<file path="src/rtl/ram_arbiter_if.sv">
// Requester-side handshake for ram_arbiter: one read or write per req/ack pair.
interface ram_arbiter_if #(
    parameter int ADDR_W = 10,
    parameter int DATA_W = 8
);
    logic              req;
    logic              wr;
    logic [ADDR_W-1:0] add;
    logic [DATA_W-1:0] wdata;
    logic              ack;
    logic [DATA_W-1:0] rdata;

    modport master (output req, wr, add, wdata, input ack, rdata);
    modport slave  (input req, wr, add, wdata, output ack, rdata);
endinterface

</file>
<file path="src/rtl/ram_arbiter.sv">
// Two-requester round-robin arbiter/sequencer owning a registered single-port RAM.
// Index 0 of every internal pair is requester A, index 1 is requester B.
module ram_arbiter #(
    parameter int ADDR_W = 10,
    parameter int DATA_W = 8
) (
    input  logic              clk,
    input  logic              rst,
    ram_arbiter_if.slave      port_a,
    ram_arbiter_if.slave      port_b,
    output logic [ADDR_W-1:0] ram_add,
    output logic [DATA_W-1:0] ram_data_in,
    output logic              ram_wr,
    input  logic [DATA_W-1:0] ram_data_out,
    output logic              busy
);
    typedef enum logic [1:0] {IDLE, ACCESS, CAPTURE} state_t;

    state_t                   state_q, state_d;
    logic                     last_q, last_d;
    logic                     gnt_q, gnt_d;
    logic [ADDR_W-1:0]        ram_add_q, ram_add_d;
    logic [DATA_W-1:0]        ram_data_in_q, ram_data_in_d;
    logic                     ram_wr_q, ram_wr_d;
    logic [1:0]               ack_q, ack_d;
    logic [1:0][DATA_W-1:0]   rdata_q, rdata_d;

    logic [1:0]               req, wr, elig;
    logic [1:0][ADDR_W-1:0]   add;
    logic [1:0][DATA_W-1:0]   wdata;
    logic                     win;

    assign req   = {port_b.req, port_a.req};
    assign wr    = {port_b.wr, port_a.wr};
    assign add   = {port_b.add, port_a.add};
    assign wdata = {port_b.wdata, port_a.wdata};

    always_comb begin
        state_d       = state_q;
        last_d        = last_q;
        gnt_d         = gnt_q;
        ram_add_d     = ram_add_q;
        ram_data_in_d = ram_data_in_q;
        ram_wr_d      = ram_wr_q;
        ack_d         = '0;
        rdata_d       = rdata_q;
        // A requester still holding req during its own ack cycle is not eligible.
        elig          = req & ~ack_q;
        win           = 1'b0;
        case (state_q)
            IDLE: begin
                if (|elig) begin
                    win           = (&elig) ? ~last_q : elig[1];
                    gnt_d         = win;
                    last_d        = win;
                    ram_add_d     = add[win];
                    ram_wr_d      = wr[win];
                    ram_data_in_d = wdata[win];
                    state_d       = ACCESS;
                end else begin
                    ram_wr_d = 1'b0;
                end
            end
            ACCESS: begin
                // ram_wr_q still holds the granted op here.
                ram_wr_d = 1'b0;
                if (ram_wr_q) begin
                    ack_d[gnt_q] = 1'b1;
                    state_d      = IDLE;
                end else begin
                    state_d = CAPTURE;
                end
            end
            CAPTURE: begin
                rdata_d[gnt_q] = ram_data_out;
                ack_d[gnt_q]   = 1'b1;
                state_d        = IDLE;
            end
            default: state_d = IDLE;
        endcase
    end

    always_ff @(posedge clk or posedge rst) begin
        if (rst) begin
            state_q       <= IDLE;
            last_q        <= 1'b1;
            gnt_q         <= 1'b0;
            ram_add_q     <= '0;
            ram_data_in_q <= '0;
            ram_wr_q      <= 1'b0;
            ack_q         <= '0;
            rdata_q       <= '0;
        end else begin
            state_q       <= state_d;
            last_q        <= last_d;
            gnt_q         <= gnt_d;
            ram_add_q     <= ram_add_d;
            ram_data_in_q <= ram_data_in_d;
            ram_wr_q      <= ram_wr_d;
            ack_q         <= ack_d;
            rdata_q       <= rdata_d;
        end
    end

    assign port_a.ack   = ack_q[0];
    assign port_b.ack   = ack_q[1];
    assign port_a.rdata = rdata_q[0];
    assign port_b.rdata = rdata_q[1];
    assign ram_add      = ram_add_q;
    assign ram_data_in  = ram_data_in_q;
    assign ram_wr       = ram_wr_q;
    assign busy         = (state_q != IDLE);
endmodule

</file>
<file path="src/flat_wrapper.sv">
// flat-port wrapper written by rule: the top's interface ports become plain ports
module ram_arbiter_flat 
#(
    parameter int ADDR_W = 10,
    parameter int DATA_W = 8
)
  (clk, rst, ram_add, ram_data_in, ram_wr, ram_data_out, busy, port_a_req, port_a_wr, port_a_add, port_a_wdata, port_a_ack, port_a_rdata, port_b_req, port_b_wr, port_b_add, port_b_wdata, port_b_ack, port_b_rdata);
  ram_arbiter_if #(.ADDR_W(ADDR_W), .DATA_W(DATA_W)) port_a_i ();
  ram_arbiter_if #(.ADDR_W(ADDR_W), .DATA_W(DATA_W)) port_b_i ();
  input  logic clk;
  input  logic rst;
  output logic [ADDR_W-1:0] ram_add;
  output logic [DATA_W-1:0] ram_data_in;
  output logic ram_wr;
  input  logic [DATA_W-1:0] ram_data_out;
  output logic busy;
  input wire logic [$bits(port_a_i.req)-1:0] port_a_req;
  input wire logic [$bits(port_a_i.wr)-1:0] port_a_wr;
  input wire logic [$bits(port_a_i.add)-1:0] port_a_add;
  input wire logic [$bits(port_a_i.wdata)-1:0] port_a_wdata;
  output wire logic [$bits(port_a_i.ack)-1:0] port_a_ack;
  output wire logic [$bits(port_a_i.rdata)-1:0] port_a_rdata;
  input wire logic [$bits(port_b_i.req)-1:0] port_b_req;
  input wire logic [$bits(port_b_i.wr)-1:0] port_b_wr;
  input wire logic [$bits(port_b_i.add)-1:0] port_b_add;
  input wire logic [$bits(port_b_i.wdata)-1:0] port_b_wdata;
  output wire logic [$bits(port_b_i.ack)-1:0] port_b_ack;
  output wire logic [$bits(port_b_i.rdata)-1:0] port_b_rdata;
  assign port_a_i.req = port_a_req;
  assign port_a_i.wr = port_a_wr;
  assign port_a_i.add = port_a_add;
  assign port_a_i.wdata = port_a_wdata;
  assign port_a_ack = port_a_i.ack;
  assign port_a_rdata = port_a_i.rdata;
  assign port_b_i.req = port_b_req;
  assign port_b_i.wr = port_b_wr;
  assign port_b_i.add = port_b_add;
  assign port_b_i.wdata = port_b_wdata;
  assign port_b_ack = port_b_i.ack;
  assign port_b_rdata = port_b_i.rdata;
  ram_arbiter #(.ADDR_W(ADDR_W), .DATA_W(DATA_W)) u_core (.clk(clk), .rst(rst), .port_a(port_a_i), .port_b(port_b_i), .ram_add(ram_add), .ram_data_in(ram_data_in), .ram_wr(ram_wr), .ram_data_out(ram_data_out), .busy(busy));
endmodule
</file>
<file path="config.mk">
export PLATFORM = sky130hd
export DESIGN_NAME = ram_arbiter_flat
export DESIGN_NICKNAME = d
export VERILOG_FILES = /design/src/rtl/ram_arbiter_if.sv /design/src/rtl/ram_arbiter.sv /design/src/flat_wrapper.sv
export SDC_FILE = /design/constraint.sdc
export NUM_CORES = 1
export LEC_CHECK = 0
export ABC_AREA = 1
export CAP_MARGIN = 10
export CORE_MARGIN = 1
export CORE_UTILIZATION = 45
export CTS_BUF_LIST = sky130_fd_sc_hd__clkbuf_16
export DETAILED_ROUTE_END_ITERATION = 8
export PLACE_DENSITY = 0.94
export SYNTH_ARGS = -nofsm -noshare
export SYNTH_HDL_FRONTEND = slang
export SYNTH_SLANG_ARGS = --single-unit
export TNS_END_PERCENT = 1
</file>
<file path="constraint.sdc">
create_clock -name clk -period 3.5 [get_ports clk]
set_input_delay 0.7 -clock clk [delete_from_list [all_inputs] [get_ports clk]]
set_output_delay 0.7 -clock clk [all_outputs]
set_load 0.005 [all_outputs]
</file>
### After elaboration in Yosys (flattened, before gate mapping)

Cells that the tools add are included.

| operators by class | value |
|---|---|
| $lt $le $gt $ge | 3 |
| eq/ne operators | 3 |
| multiplexer cells | 19 |
| bitwise gates (word level) | 3 |
| reductions and logical operators | 7 |

Operators with widths:

| kind | count |
|---|---|
| 8-bit 2-to-1 mux | 3 |
| 10-bit 2-to-1 mux | 2 |
| 16-bit bitwise mux | 1 |
| 8-bit demux with 1-bit select | 1 |
| 2-bit case mux with 2 select lines | 2 |
| 2-bit 2-to-1 mux | 3 |
| 1-bit 2-to-1 mux | 5 |
| 1-bit by 2-bit less-than comparator with 1-bit output, second input constant | 2 |
| 2-bit AND reduction | 2 |
| 2-bit nonzero test | 2 |
| 2-bit bitwise AND | 1 |
| 2-bit by 1-bit == test with 1-bit output, second input constant | 1 |
| 2-bit == test, second input constant | 1 |
| 2-bit logical NOT | 1 |
| 2-bit by 1-bit != test with 1-bit output, second input constant | 1 |
| 2-bit NOT | 1 |
| 1-bit case mux with 2 select lines | 1 |
| 2-bit OR reduction | 1 |
| 1-bit demux with 1-bit select | 1 |
| 1-bit >= comparator, second input constant | 1 |
| 1-bit logical AND | 1 |
| 1-bit NOT | 1 |

| word-level totals | value |
|---|---|
| register bits after elaboration | 41 |
| input bits | 50 |
| output and inout port bits | 38 |

### Depth between registers and ports, before layout

| depth | value |
|---|---|
| word-level depth | 8 |
| gate-level depth with buffers | 9 |
| depth with buffers taken out | 8 |

### Least setup slack after synthesis

OpenSTA, ideal clock, no wires.

| timing | value |
|---|---|
| path kind | register to output |
| start | reg u_core.state_q[0] |
| end | out busy |
| arrival time | 0.720 ns |
| setup slack | 2.080 ns |
| cell stages (with the launch flop) | 4 |
| buffers on the path | 0 |
| cell sequence | dfrtp_1 -> inv_1 -> ha_1 -> inv_1 |

| on the way | value |
|---|---|
| cells in the longest elaborated chain, start to end | 1 |

RTL lines:

| element | RTL line | text |
|---|---|---|
| from (decl) | ram_arbiter.sv:19 | `state_t state_q, state_d;` |
| from (signal assigned) | ram_arbiter.sv:94 | `state_q <= state_d;` |
| 2-bit nonzero test | ram_arbiter.sv:112 | `assign busy = (state_q != IDLE);` |
| to (decl) | flat_wrapper.sv:16 | `output logic busy;` |

No other way between the ends.

### Worst setup path in the final report

Same ends and word-level chain as after synthesis.

==> results.toml <==
[grt]
antenna_found_initial = 0
grt_first_pass_wirelength_mm = 8.224
grtUsageTotal_pct = 24.52
grt_max_degree = 27
grt_overflow_total = 0
grt_pass1_vias = 1823

[place]
numPortBuffers = 87
place_ws_ns = 1.189
gp_congestion = 0.7745
place_hpwl_mm = 3.582
placed_cells = 371

[floorplanning]
io_pins = 88
coreArea_um2 = 4058
die_h_um = 67.69
initial_core_util_pct = 47.86
num_rows = 23
die_w_um = 67.69
die-area_um2 = 4582

[min_path]
hp-start = "u_core.ram_add[1]"
hold-path-endpoint = "u_core.ram_add[1]"
hp-class = "register to register"
hold-path-cell-count = 2

[sta]
period_share_pct = 64.83
slew_viol_final = 0
hold_viol = 0
setup_violations = 0
relSlewSlack_pct = 37.65
fin_skew_ns = 0.006290
fin_crit_ns = 2.269
fin_ws_ns = 1.231
rsz0062_at_grt = "no"
fin_setup_tns_ns = 0
tightest_slew_ns = 0.9342
max_clock_freq_ghz = 0.4407

[worst_setup_path]
crit_path_top_delay_cell = "clkdlybuf4s50_1"
ff2ff_setup_slack_ns = 1.84
crit_fanout = 4
critical_path_class = "register to primary output"
start_kind = "register"
crit-reg2reg-launch = "u_core.last_q"
ff2ff_path_depth = 6
r2r_end = "u_core.ram_add[4]"
cp_cell_sequence = "inv_1 -> ha_1 -> inv_1 -> clkdlybuf4s50_1"
end_kind = "primary output"
critPathArrivalTime_ns = 1.57
slowest_delay_ns = 0.52
cpMostUsedCell = "inv_1"
worstPathRequired_ns = 2.80

[logic_synthesis]
syn_inst = 242
ys_warn_count = 0
yosysSeqAreaShare_pct = 52.90
avgSynthCellArea_um2 = 8.024
synth.cell_area_um2 = 1942
synthesis.nets = 295
ys_types = 19
synth-seq-cells = 41

[flow_run]
max_cap_violations = 0

[routing]
wl_per_cell_um = 13.95
detail_route.iter0.violations = 152
finalWirelength_mm = 5.288
vias = 1936
ant_nets = 0
vias_per_cell = 5.108
drc = 0
first_pass_iters = 4

[clock_network]
cts_sinks = 41
cts_hold_buffers = 0
cts_tree = "yes"
cts-root-buf = "clkbuf_16"
numCtsBuffers = 5
postCtsSetupBuffers = 0
htreeDepth = 2
clockBufferDepth = 2
clk_pin_slew_worst_paths_ns = 0.06
post_cts_resized = 0
clock_latency_ns = 0.28

[power]
ir_drop_uv = 452.7
leakagePower_nw = 1.492
p_per_area_nw_per_um2 = 813.5

[final_layout]
most-common-layout-cells = "110 x nand2_1, 87 x clkdlybuf4s50_1, 40 x dfrtp_1, 21 x nand3_1, 20 x inv_1"
layout_commonest_cell = "nand2_1"
drive_gt1_share_pct = 6.383
area_delta_synth_final_pct = 53.74
finalNetCount = 381
utilization_pct = 73.57
fin_cells = 379
fillCellCount = 300
n_antenna_cell = 0

[run_status]
status = "finished, final reports clean"
==> power by group <==
| group | internal, mW | switching [mW] |
|---|---|---|
| registers | 0.705 | 0.134 |
| clock network | 0.337 | 0.188 |
| logic | 0.561 | 0.502 |
| total | 1.60 | 0.824 |
==> routing by layer <==
metal  up-vias  wire, um  track usage [%]  share of wire, %
li1        915         -                -                 -
met1       911      2176            29.55                41
met2        98      2630            42.45                50
met3        12       401            5.574               7.6
met4         0        80            8.511               1.5
met5         -         0                0                 0
==> worst max-delay path, delay by kind of cell, from the launching register on <==
| kind | cells | cell delay [ns] |
|---|---|---|
| flops | 1 | 0.36 |
| buf+inv | 3 | 0.70 |
| fa+ha+maj | 1 | 0.24 |
==> stage by stage <==
stage	area (um2)	total power, mW	hold WS, ns
6_report	2985	2.429	0.4795
5_1_grt	2985	2.607	0.4920
4_1_cts	2985	2.445	0.4808
3_5_place_dp	2814	1.895	0.4650
3_3_place_gp	2814	1.855	0.4616
2_1_floorplan	1942	1.349	0.4419
==> flip-flops by register name (all words and copies together) (netlist names) <==
name	count
u_core.port_a.rdata	8
u_core.gnt_q	1
u_core.ram_data_in	8
u_core.ram_wr	1
u_core.ack_q	2
u_core.last_q	1
u_core.ram_add	10
u_core.port_b.rdata	8
u_core.state_q	2
==> cells in the mapped netlist <==
master,instances,area [um2]
nand2_1,110,412.9
dfrtp_1,40,1001
nand3_1,21,105.1
inv_1,20,75.07
o21ai_0,19,95.09
buf_2,4,20.02
nand3b_1,4,30.03
buf_4,3,22.52
buf_6,3,33.78
ha_1,3,37.54
inv_2,3,11.26
nand2_2,3,18.77
nor2_1,3,11.26
dfstp_2,1,26.28
inv_4,1,6.260
nand2_4,1,11.26
nand3_2,1,10.01
nor2_2,1,6.260
o21bai_1,1,7.510
==> kinds of logic after synthesis <==
kind of cell | count (synthesis) | share of synthesized area, %
adder cells (fa/ha/maj) | 3 | 1.933
buffers and inverters | 34 | 8.698
flip-flops | 41 | 52.90
AO/OA/AOI/OAI | 20 | 5.284
AND/OR/NAND/NOR | 144 | 31.19
==> final cells by class <==
type                    count  area, um2  share of cell area [%]
well taps                  50      62.56                   2.096
repair buffers             89      885.9                   29.67
clock inverters             3      46.29                   1.551
flip-flops and latches     41       1027                   34.41
multi-input cells         167      745.7                   24.98
inverters                  24      92.59                   3.101
clock buffers               5      125.1                   4.191
==> worst max path at each step <==
stage / from / endpoint
final: u_core.state_q[0] / busy
after global placement: port_a_req / u_core.ram_data_in[4]
after detailed placement: port_a_req / u_core.ram_data_in[4]
after CTS: u_core.state_q[1] / busy
after floorplan: rst / u_core.ack_q[0]
after global routing: u_core.state_q[0] / busy
No activity file was read; power rests on OpenSTA's default activity.
